[config.mk]
export PLATFORM = sky130hd
export DESIGN_NAME = pipe_shifter
export DESIGN_NICKNAME = d
export VERILOG_FILES = /design/src/rtl/pipe_shifter.sv
export SDC_FILE = /design/constraint.sdc
export NUM_CORES = 1
export LEC_CHECK = 0
export BUFFER_PORTS_ARGS = -buffer_cell sky130_fd_sc_hd__buf_2
export CORE_MARGIN = 4
export CORE_UTILIZATION = 59
export DETAILED_ROUTE_END_ITERATION = 10
export PLACE_DENSITY = 0.86
export SETUP_SLACK_MARGIN = 0.15
export SLEW_MARGIN = 40
export SYNTH_ARGS = -nofsm -noshare
export SYNTH_HDL_FRONTEND = slang
export SYNTH_SLANG_ARGS = --single-unit
export TNS_END_PERCENT = 20
[constraint.sdc]
create_clock -name clk -period 3.95 [get_ports clk]
set_clock_uncertainty 0.15 [all_clocks]
set_input_delay 0.1975 -clock clk [delete_from_list [all_inputs] [get_ports clk]]
set_output_delay 0.1975 -clock clk [all_outputs]
set_load 0.02 [all_outputs]
[src/rtl/pipe_shifter.sv]
// Pipelined barrel shifter: log2(WIDTH) registered stages, one power-of-two shift per stage,
// with a valid/ready output handshake that stalls the whole pipe at once.
module pipe_shifter #(
  parameter int WIDTH = 16,
  localparam int S = $clog2(WIDTH)
) (
  input  logic             clk,
  input  logic             rst,
  input  logic             in_valid,
  output logic             in_ready,
  input  logic [WIDTH-1:0] shift_in,
  input  logic [S-1:0]     shift_val,
  input  logic [2:0]       mode,
  output logic             out_valid,
  input  logic             out_ready,
  output logic [WIDTH-1:0] shift_out,
  output logic             carry_out,
  output logic             zero,
  output logic             mode_err
);

  localparam logic [2:0] MODE_SLL = 3'd0;
  localparam logic [2:0] MODE_SRL = 3'd1;
  localparam logic [2:0] MODE_SRA = 3'd2;
  localparam logic [2:0] MODE_ROR = 3'd3;
  localparam logic [2:0] MODE_ROL = 3'd4;

  logic             valid_reg [S];
  logic [WIDTH-1:0] data_reg  [S];
  logic [2:0]       mode_reg  [S];
  logic             carry_reg [S];
  logic [S-1:0]     amt_reg   [S-1];

  logic             valid_cur [S];
  logic [WIDTH-1:0] data_cur  [S];
  logic [2:0]       mode_cur  [S];
  logic             carry_cur [S];
  logic [S-1:0]     amt_cur   [S];

  logic [WIDTH-1:0] data_next  [S];
  logic             carry_next [S];

  logic en;

  assign en       = !out_valid || out_ready;
  // Reset must never back-pressure the source, even with a stalled result.
  assign in_ready = en || rst;

  genvar gi;
  generate
    for (gi = 0; gi < S; gi++) begin : stg
      localparam int SH = 1 << gi;

      logic [WIDTH-1:0] d_nx;
      logic             c_nx;

      if (gi == 0) begin : src
        assign valid_cur[gi] = in_valid;
        assign data_cur[gi]  = shift_in;
        assign mode_cur[gi]  = mode;
        assign carry_cur[gi] = 1'b0;
        assign amt_cur[gi]   = shift_val;
      end else begin : src
        assign valid_cur[gi] = valid_reg[gi-1];
        assign data_cur[gi]  = data_reg[gi-1];
        assign mode_cur[gi]  = mode_reg[gi-1];
        assign carry_cur[gi] = carry_reg[gi-1];
        assign amt_cur[gi]   = amt_reg[gi-1];
      end

      // The last stage that actually shifts determines the final carry, so each active stage overwrites it.
      always_comb begin
        d_nx = data_cur[gi];
        c_nx = carry_cur[gi];
        if (amt_cur[gi][gi]) begin
          case (mode_cur[gi])
            MODE_SLL: begin
              d_nx = data_cur[gi] << SH;
              c_nx = data_cur[gi][WIDTH-SH];
            end
            MODE_SRL: begin
              d_nx = data_cur[gi] >> SH;
              c_nx = data_cur[gi][SH-1];
            end
            MODE_SRA: begin
              d_nx = $unsigned($signed(data_cur[gi]) >>> SH);
              c_nx = data_cur[gi][SH-1];
            end
            MODE_ROR: begin
              d_nx = {data_cur[gi][SH-1:0], data_cur[gi][WIDTH-1:SH]};
              c_nx = data_cur[gi][SH-1];
            end
            MODE_ROL: begin
              d_nx = {data_cur[gi][WIDTH-SH-1:0], data_cur[gi][WIDTH-1:WIDTH-SH]};
              c_nx = data_cur[gi][WIDTH-SH];
            end
            default: begin
              d_nx = data_cur[gi];
              c_nx = carry_cur[gi];
            end
          endcase
        end
      end

      assign data_next[gi]  = d_nx;
      assign carry_next[gi] = c_nx;
    end
  endgenerate

  always_ff @(posedge clk) begin
    if (rst) begin
      for (int k = 0; k < S; k++) begin
        valid_reg[k] <= 1'b0;
        data_reg[k]  <= '0;
        mode_reg[k]  <= '0;
        carry_reg[k] <= 1'b0;
      end
      for (int k = 0; k < S - 1; k++) begin
        amt_reg[k] <= '0;
      end
    end else if (en) begin
      for (int k = 0; k < S; k++) begin
        valid_reg[k] <= valid_cur[k];
        data_reg[k]  <= data_next[k];
        mode_reg[k]  <= mode_cur[k];
        carry_reg[k] <= carry_next[k];
      end
      for (int k = 0; k < S - 1; k++) begin
        amt_reg[k] <= amt_cur[k];
      end
    end
  end

  assign out_valid = valid_reg[S-1];
  assign shift_out = data_reg[S-1];
  assign carry_out = carry_reg[S-1];
  assign mode_err  = (mode_reg[S-1] > MODE_ROL);
  assign zero      = (shift_out == '0);

endmodule
# Word-level counts from Yosys, hierarchy flattened
# Memory sizes are Yosys's and may differ from the RTL's.
# Index checks and enable logic that the tools add are counted.
[totals]
reg_bits = 0
latch_bits = 0
ramBits = 96
rom_bits = 0
inputBits = 27
mem_count = 5
[memory_table]
columns = ["name", "words", "word_bits", "read_ports", "rd_clocked_by_memory_dff", "write_ports", "line", "text"]
rows = [
  ["data_reg", 4, 16, 4, 0, 4, "29", "logic [WIDTH-1:0] data_reg [S];"],
  ["amt_reg", 3, 4, 3, 0, 3, "32", "logic [S-1:0] amt_reg [S-1];"],
  ["mode_reg", 4, 3, 4, 0, 4, "30", "logic [2:0] mode_reg [S];"],
  ["carry_reg", 4, 1, 4, 0, 4, "31", "logic carry_reg [S];"],
  ["valid_reg", 4, 1, 4, 0, 4, "28", "logic valid_reg [S];"],
]
[op_classes]
add_sub_neg = 0
mul = 0
n_div = 0
order_cmp = 1
n_eq_ne = 16
shifts = 0
mux = 40
bitwise = 19
reduce_logical = 17
[ops]
columns = ["op", "count"]
rows = [
  ["$pmux W16 S5", 3],
  ["$mux W16", 8],
  ["$pmux W16 S4", 1],
  ["$eq A3 B2 Y1 const B", 8],
  ["$or A1 B1 Y1", 19],
  ["$mux W1", 17],
  ["$logic_not A16 Y1", 1],
  ["$eq A3 B1 Y1 const B", 4],
  ["$eq A3 B3 Y1 const B", 4],
  ["$logic_not A3 Y1", 4],
  ["$mux W3", 4],
  ["$mux W4", 3],
  ["$reduce_or A3 Y1", 4],
  ["$reduce_or A2 Y1", 5],
  ["$pmux W1 S2", 4],
  ["$gt A3 B3 Y1 const B", 1],
  ["$logic_or A1 B1 Y1", 2],
  ["$logic_not A1 Y1", 1],
]

# Logic depth before layout (Yosys ltp)
# Gate-level depths: netlist of the first run.
# An unclocked memory read counts as a cell.
[logic_depth]
ltp_word = 7
mapped_depth = 6

# Worst setup path after synthesis of the first run
# Ideal clock, no wire load.
[synth_path]
path_kind = "reg-to-reg"
startpoint = "mem valid_reg[3]"
endpoint = "mem amt_reg[0][11] (netlist bit), enable pin"
arrival_time_ns = 2.670
required_time_ns = 2.663
slack_ns = -0.007
stages_incl_launch_ff = 2
path_buffers = 0
cell_sequence = "edfxtp_1 nand3b_1"
[synth_rtl]
columns = ["item", "line"]
rows = [
  ["from (decl)", "28"],
  ["to (decl)", "32"],
]

==> results of run 1 <==
[cell type report]
cell class | count | area, um^2 | area share [%]
clock buffer | 9 | 123.9 | 2.387
multi-input combinational | 305 | 1832 | 35.30
inverter | 7 | 26.28 | 0.5064
timing repair buffer | 56 | 316.6 | 6.101
clock inverter | 7 | 60.06 | 1.157
tap | 102 | 127.6 | 2.460
sequential | 90 | 2703 | 52.09
[placed cells by master, fill, tap and decap left out, types with 4 or more instances in the layout]
cell           Yosys  final
edfxtp_1          90     90
a21oi_1           59     58
o21ai_0           49     49
buf_2             11     47
nor2_1            34     34
nor3b_1           26     26
nand2_1           25     25
and2_1            20     20
a211oi_1          17     17
or3_1             16     16
clkbuf_8           0      9
a211oi_2           8      8
nand3_1            8      8
inv_1              7      7
o221a_2            6      6
a31oi_1            5      5
a32o_1             5      5
nor4_1             4      4
dlygate4sd3_1      0      4
buf_4              1      4
[kinds of logic (layout without fill, tap and decap cells)]
family                 Yosys count  count (layout)  share of synthesized area [%]
buffers and inverters           41              79                          3.837
DFF                             90              90                          57.55
AOI/OAI and AO/OA              159             159                          21.53
muxes                            1               1                         0.2132
and+or+nand+nor                145             145                          16.87
[worst max-delay path by stage]
stage | from | end | slack (ns) | depth (start not counted)
6_report | valid_reg[3]$_DFFE_PP_ | in_ready | 1.75 | 3
5_1_grt | valid_reg[3]$_DFFE_PP_ | in_ready | 1.60 | 3
4_1_cts | valid_reg[3]$_DFFE_PP_ | in_ready | 1.74 | 3
3_5_place_dp | mode_reg[1][1]$_SDFFCE_PN0P_ | carry_reg[2]$_SDFFCE_PN0P_ | 1.85 | 4
3_3_place_gp | mode_reg[0][2]$_SDFFCE_PN0P_ | carry_reg[1]$_SDFFCE_PN0P_ | 1.80 | 3
2_1_floorplan | valid_reg[3]$_DFFE_PP_ | amt_reg[0][11]$_SDFFCE_PN0P_ | -0.002 | 1
[worst max-delay path, cell delays in order, from the launching register on]
cell and delay [ns]:
edfxtp_1 0.47, nand3b_1 0.14, buf_6 0.60, buf_2 0.29
[power by group through the flow]
| stage | registers (uW) | clock network [uW] | logic [uW] |
|---|---|---|---|
| 2_1_floorplan | 1200 | 0 | 196 |
| 3_3_place_gp | 1200 | 0 | 256 |
| 3_5_place_dp | 1200 | 0 | 267 |
| 4_1_cts | 1180 | 590 | 272 |
| 5_1_grt | 1190 | 628 | 306 |
| 6_report | 1190 | 587 | 273 |
[layer usage]
layer  wire [um]  part of all wire, %  track usage (%)
met1        3336                   38            20.23
met2        4698                   54            35.03
met3         472                  5.4            2.800
met4         195                  2.2            8.839
met5           0                    0                0
[through the flow]
stage | cells | hold WS (ns) | total power, uW | area (um^2)
floorplan | 436 | 0.2457 | 1393 | 4696
finish | 576 | 0.01135 | 2046 | 5189
global route | 576 | 0.02148 | 2127 | 5189
global placement | 556 | 0.3257 | 1457 | 4946
detailed placement | 556 | 0.3309 | 1471 | 4957
CTS | 576 | 0.001602 | 2044 | 5181
[repair_timing]
action / in CTS / in global routing
hold buffers: 4 / 0
resized for setup: 0 / 0
hold endpoints to repair: 4 / 0
==> metrics.md, run 1 <==
| Metric | Value |
|---|---|
| Clock sinks | 90 |
| Area growth syn-to-layout | 10.50% |
| Antenna-violating nets left | 0 |
| Switching Fraction | about a quarter |
| Setup violators final | 0 |
| Top cells by area, synth | edfxtp_1, a21oi_1, o21ai_0, nor3b_1, a211oi_1 |
| Async S/R FF share, synth | 0% |
| DR vias/cell | between 6 and 7 |
| Worst reg2reg setup slack | ~1.8 ns |
| Max frequency | 0.4543 GHz |
| Global-route usage over all layers | 18.57% |
| Worst hold endpoint | mode_reg[0][1]$_SDFFCE_PN0P_ |
| Worst r2r src | mode_reg[1][1]$_SDFFCE_PN0P_ |
| Pin count of the biggest net entering global routing | 92 |
| CP startpoint kind | flip-flop |
| Final core occ | around 67% |
| Max reg flops | 64 |
| Data required time of the critical path | roughly 3.6 ns |
| Via Count | 3518 |
| Fillers | around 560 |
| Fraction of layout cells with a size suffix above 1 | a little under a fifth |
| DRT Pass-1 Iters | 4 |
| Pwr Density | around 390 mW/mm^2 |
| Final period util | between 50 and 60% |
| Outcome | completed |
| Slew of the pin with the lowest slew margin | 0.7919 ns |
| Seq pwr share | between 50% and 60% |
| Ant. Diodes | 0 |
| Worst slack, placed | ~1.9 ns |
| Post-synth cell types | 39 |
| CTS clk-pin slew, worst paths | around 0.080 ns |
| Syn nets | 463 |
| Clock power share | between 20% and 30% |
| Max VDD drop | around 200 uV |
| Global-route wire length before repair | approximately 15 mm |
| Minimum clock period | between 2 and 2.5 ns |
| Max FO, Critical Path | 91 |
| Final slew viol count | 0 |
| Post-Synthesis Cell Area | ~0.0047 mm^2 |
| Initial DRC count | 139 |
| DRC | 0 |
| Unrepaired setup endpoints after global routing | false |
| Seq/Total Area, Yosys | about 58% |
| Num ports | 48 |
| GPL Wtd Cong | between 0.8 and 0.9 |
| Worst-case reg-to-reg path depth | 4 |
| Synth Instances | 436 |
| Die W | around 97 um |
| Port buffer count | 47 |
| Mean routed wirelength per cell | ~15 um |
| CTS tree | yes |
| Maximum level of the CTS H-tree | 3 |
| Initial antenna violation count | 0 |
| Num CTS Buffers | 9 |
| Reg2reg end | data_reg[2][7]$_SDFFCE_PN0P_ |
| Synth warnings | 0 |
| Max-cap violation count | 0 |
| Worst Path Arrival | 1.85 ns |
| Hold Crit Start | mode[1] |
| TNS Setup | 0 ns |
| Setup ws final | 1.749 ns |
| Avg Synthesized Cell Area | roughly 11 um^2 |
| Critical path capture point type | primary output |
| Row count | 32 |
| Area of the die | 0.009450 mm^2 |
| Vias in the first global route | between 3000 and 4000 |
| Top_reg_cell synth | edfxtp_1 |
| Psw | about 520 uW |
| Post-synth EDFFs | 90 |
| Logic pwr share | 13.4% |
| Yosys top cell by area | edfxtp_1 |
| Core ar. | approximately 0.0077 mm^2 |
| Worst hold path depth | 2 |
| Clock Path Buffers | 2 |
| Count leader, synth | edfxtp_1 |
| Root buffer cell | clkbuf_8 |
| Area share of the largest cell type after synthesis | a little under three fifths |
| Fin nets | 496 |
| Post-CTS Setup Bufs | 0 |
| WL final | 8.703 mm |
| Final HPWL DP | approximately 5.9 mm |
| Leakage | roughly 0.0019 uW |
| Yosys reg bits | 90 |
| Top cells by count, synth | edfxtp_1, a21oi_1, o21ai_0, nor2_1, nor3b_1 |
| Hold Vio Cnt, Final | 0 |
| Worst skew pair latency | 0.35 ns |
| Worst hold-check path type | primary input to flip-flop |
| Die Height | 97.21 um |
| Cell Int Power | between 1500 and 2000 uW |
| Total grt overflow | 0 |
| Crit Path Category | flip-flop to primary output |
| Relative slew slack | between 40 and 50% |
| Starting Density | roughly 61% |
Power figures use the tool's default switching activity.
==> run 2: changes to the inputs <==
--- a/config.mk
+++ b/config.mk
@@ -7,9 +7,9 @@
 export LEC_CHECK = 0
 export BUFFER_PORTS_ARGS = -buffer_cell sky130_fd_sc_hd__buf_2
 export CORE_MARGIN = 4
-export CORE_UTILIZATION = 59
+export CORE_UTILIZATION = 53
 export DETAILED_ROUTE_END_ITERATION = 10
-export PLACE_DENSITY = 0.86
+export PLACE_DENSITY = 0.82
 export SETUP_SLACK_MARGIN = 0.15
 export SLEW_MARGIN = 40
 export SYNTH_ARGS = -nofsm -noshare
==> constraint.sdc (replaced) <==
create_clock -name clk -period 1.8 [get_ports clk]
set_clock_uncertainty 0.15 [all_clocks]
set_input_delay 0.09 -clock clk [delete_from_list [all_inputs] [get_ports clk]]
set_output_delay 0.09 -clock clk [all_outputs]
set_load 0.02 [all_outputs]
==> run 2 against run 1 <==
Against the previous run: register-to-register slack worse by 1.7 ns; sequential power up 120%; routed wire length up 17%; global-route usage up 2.0 points; combinational power rose to 2.8 times the previous value; power up 130%; final area up 11%; first-iteration DRC count down 11%; utilization down 1.1 points.
==> metrics.md, run 2 (synthesis results as in run 1) <==
| Metric | Value |
|---|---|
| Worst skew pair latency | 0.35 ns (about the same) |
| Clock Path Buffers | 2 (unchanged) |
| WL final | 10.22 mm (+17%) |
| Max reg flops | 64 (unchanged) |
| Hold Vio Cnt, Final | 0 (unchanged) |
| Antenna-violating nets left | 0 (unchanged) |
| Pwr Density | 810.8 mW/mm^2 (+110%) |
| Initial DRC count | 124 (-11%) |
| Data required time of the critical path | 1.83 ns (-1.77 ns) |
| Fin nets | 534 (+7.7%) |
| Die W | 102.1 um (+5.1%) |
| Die Height | 102.1 um (+5.1%) |
| TNS Setup | 0 ns (unchanged) |
| Slew of the pin with the lowest slew margin | 0.5449 ns (-0.2470 ns) |
| Pin count of the biggest net entering global routing | 49 (-47%) |
| Total grt overflow | 0 (unchanged) |
| Clock sinks | 90 (unchanged) |
| Global-route usage over all layers | 20.61% (+2.0 points) |
| DR vias/cell | 5.915 (-3.2%) |
| Fraction of layout cells with a size suffix above 1 | 22.07% (+3.9 points) |
| Finished layout cell area | 0.005736 mm^2 (+11%) |
| Area of the die | 0.01043 mm^2 (+10%) |
| Ant. Diodes | 0 (unchanged) |
| CP startpoint kind | flip-flop |
| Starting Density | 54.11% (-6.7 points) |
| Vias in the first global route | 3638 (+11%) |
| Port buffer count | 47 (unchanged) |
| Final HPWL DP | 6.476 mm (+10%) |
| DRT Pass-1 Iters | 5 (+1) |
| Root buffer cell | clkbuf_8 |
| CTS tree | yes |
| Outcome | completed |
| Max-cap violation count | 0 (unchanged) |
| Max frequency | 0.5859 GHz |
| Commonest non-fill, non-tap cell in the layout | edfxtp_1 |
| Area growth syn-to-layout | 22.14% |
| Crit Path Category | flip-flop to flip-flop |
| Worst Path Arrival | 1.74 ns (-0.11 ns) |
| Setup violators final | 0 (unchanged) |
| Leakage | 0.002198 uW (+13%) |
| Via Count | 3667 (+4.2%) |
| DRC | 0 (unchanged) |
| Max FO, Critical Path | 15 (-84%) |
| Row count | 34 (+6.3%) |
| Critical path capture point type | flip-flop |
| Core ar. | 0.008678 mm^2 (+12%) |
| Mean routed wirelength per cell | 16.48 um (+9.1%) |
| DP Area | 0.005119 mm^2 (+3.3%) |
| Unrepaired setup endpoints after global routing | true |
| Minimum clock period | 1.707 ns |
| Maximum level of the CTS H-tree | 3 (unchanged) |
| Global-route wire length before repair | 16.91 mm (+16%) |
| CTS clk-pin slew, worst paths | 0.08 ns (about the same) |
| Worst hold-check path type | primary input to flip-flop |
| Num ports | 48 (unchanged) |
| Relative slew slack | 63.29% (+16 points) |
| Final Hold Slack | 0.02810 ns (+0.01675 ns) |
| GPL Wtd Cong | 0.9047 (+3.2%) |
| Num CTS Buffers | 9 (unchanged) |
| Max VDD drop | 369.3 uV (+87%) |
| Final slew viol count | 0 (unchanged) |
| Most frequent cells in the layout | edfxtp_1, a21oi_1, o21ai_0 |
| Final period util | ~95% |
| Dpl cells | 574 (+3.2%) |
| Initial antenna violation count | 0 (unchanged) |
| Final cell count without fillers | 620 (+7.6%) |
==> run 2: cell count changes in the layout (fill, tap and decap cells not counted), moves of 3 or more <==
cell,previous run,this run
buf_12,0,8
a211oi_1,17,14
a211oi_2,8,11
buf_4,4,16
dlygate4sd3_1,4,20
==> run 2: worst paths after layout <==
path / from / end / slack (ns) / cells after the start
max: mode_reg[0][0]$_SDFFCE_PN0P_ / data_reg[1][13]$_SDFFCE_PN0P_ / 0.09 / 5
min: shift_in[6] / data_reg[0][7]$_SDFFCE_PN0P_ / 0.03 / 3
max reg2reg: mode_reg[0][0]$_SDFFCE_PN0P_ / data_reg[1][13]$_SDFFCE_PN0P_ / 0.09 / 5
min reg2reg: amt_reg[0][7]$_SDFFCE_PN0P_ / amt_reg[0][11]$_SDFFCE_PN0P_ / 0.37 / 1
==> run 2: critical path, stage by stage (launching register included) <==
cell      delay (ns)
edfxtp_1        0.44
or2_4           0.29
a21boi_4        0.21
buf_12          0.17
nor2_1          0.06
a211oi_1        0.22
==> run 2: cell type report <==
| class | count | area [um^2] |
|---|---|---|
| Fill cell | 662 | 2943 |
| Timing Repair Buffer | 94 | 823.3 |
| Sequential cell | 90 | 2703 |
| Multi-Input combinational cell | 305 | 1863 |
| Tap cell | 108 | 135.1 |
| Clock buffer | 10 | 127.6 |
| Inverter | 7 | 26.28 |
| Clock inverter | 6 | 57.56 |
==> run 2: through the flow <==
step	utilization, %	setup WS, ns	power, uW
CTS	65.35	0.1064	4637
global route	66.09	-0.02635	4859
finish	66.09	0.09310	4650
global placement	58.98	0.1564	3244
detailed placement	58.98	0.09124	3276
floorplan	-	-2.152	3057
==> run 2: repair_timing <==
action,4_1_cts,5_1_grt
buffers inserted,4,2
hold buffers,20,0
cloned,3,1
hold endpoints to repair,21,0
resized for setup,7,5
pin swaps,5,0
setup endpoints to repair,23,65
==> run 2: report_power, final <==
group	switching [uW]	total (uW)	internal [uW]
Combinational	409	759	350
Sequential	117	2590	2470
Clock	670	1300	630
Total	1200	4650	3450
==> run 2: metal layers <==
metal | wire, um | GRT usage [%] | up-vias
met1 | 3927 | 22.06 | 1719
met4 | 284 | 10.09 | 0
li1 | - | - | 1789
met3 | 488 | 4.027 | 24
met2 | 5518 | 38.48 | 135
met5 | 0 | 0 | -
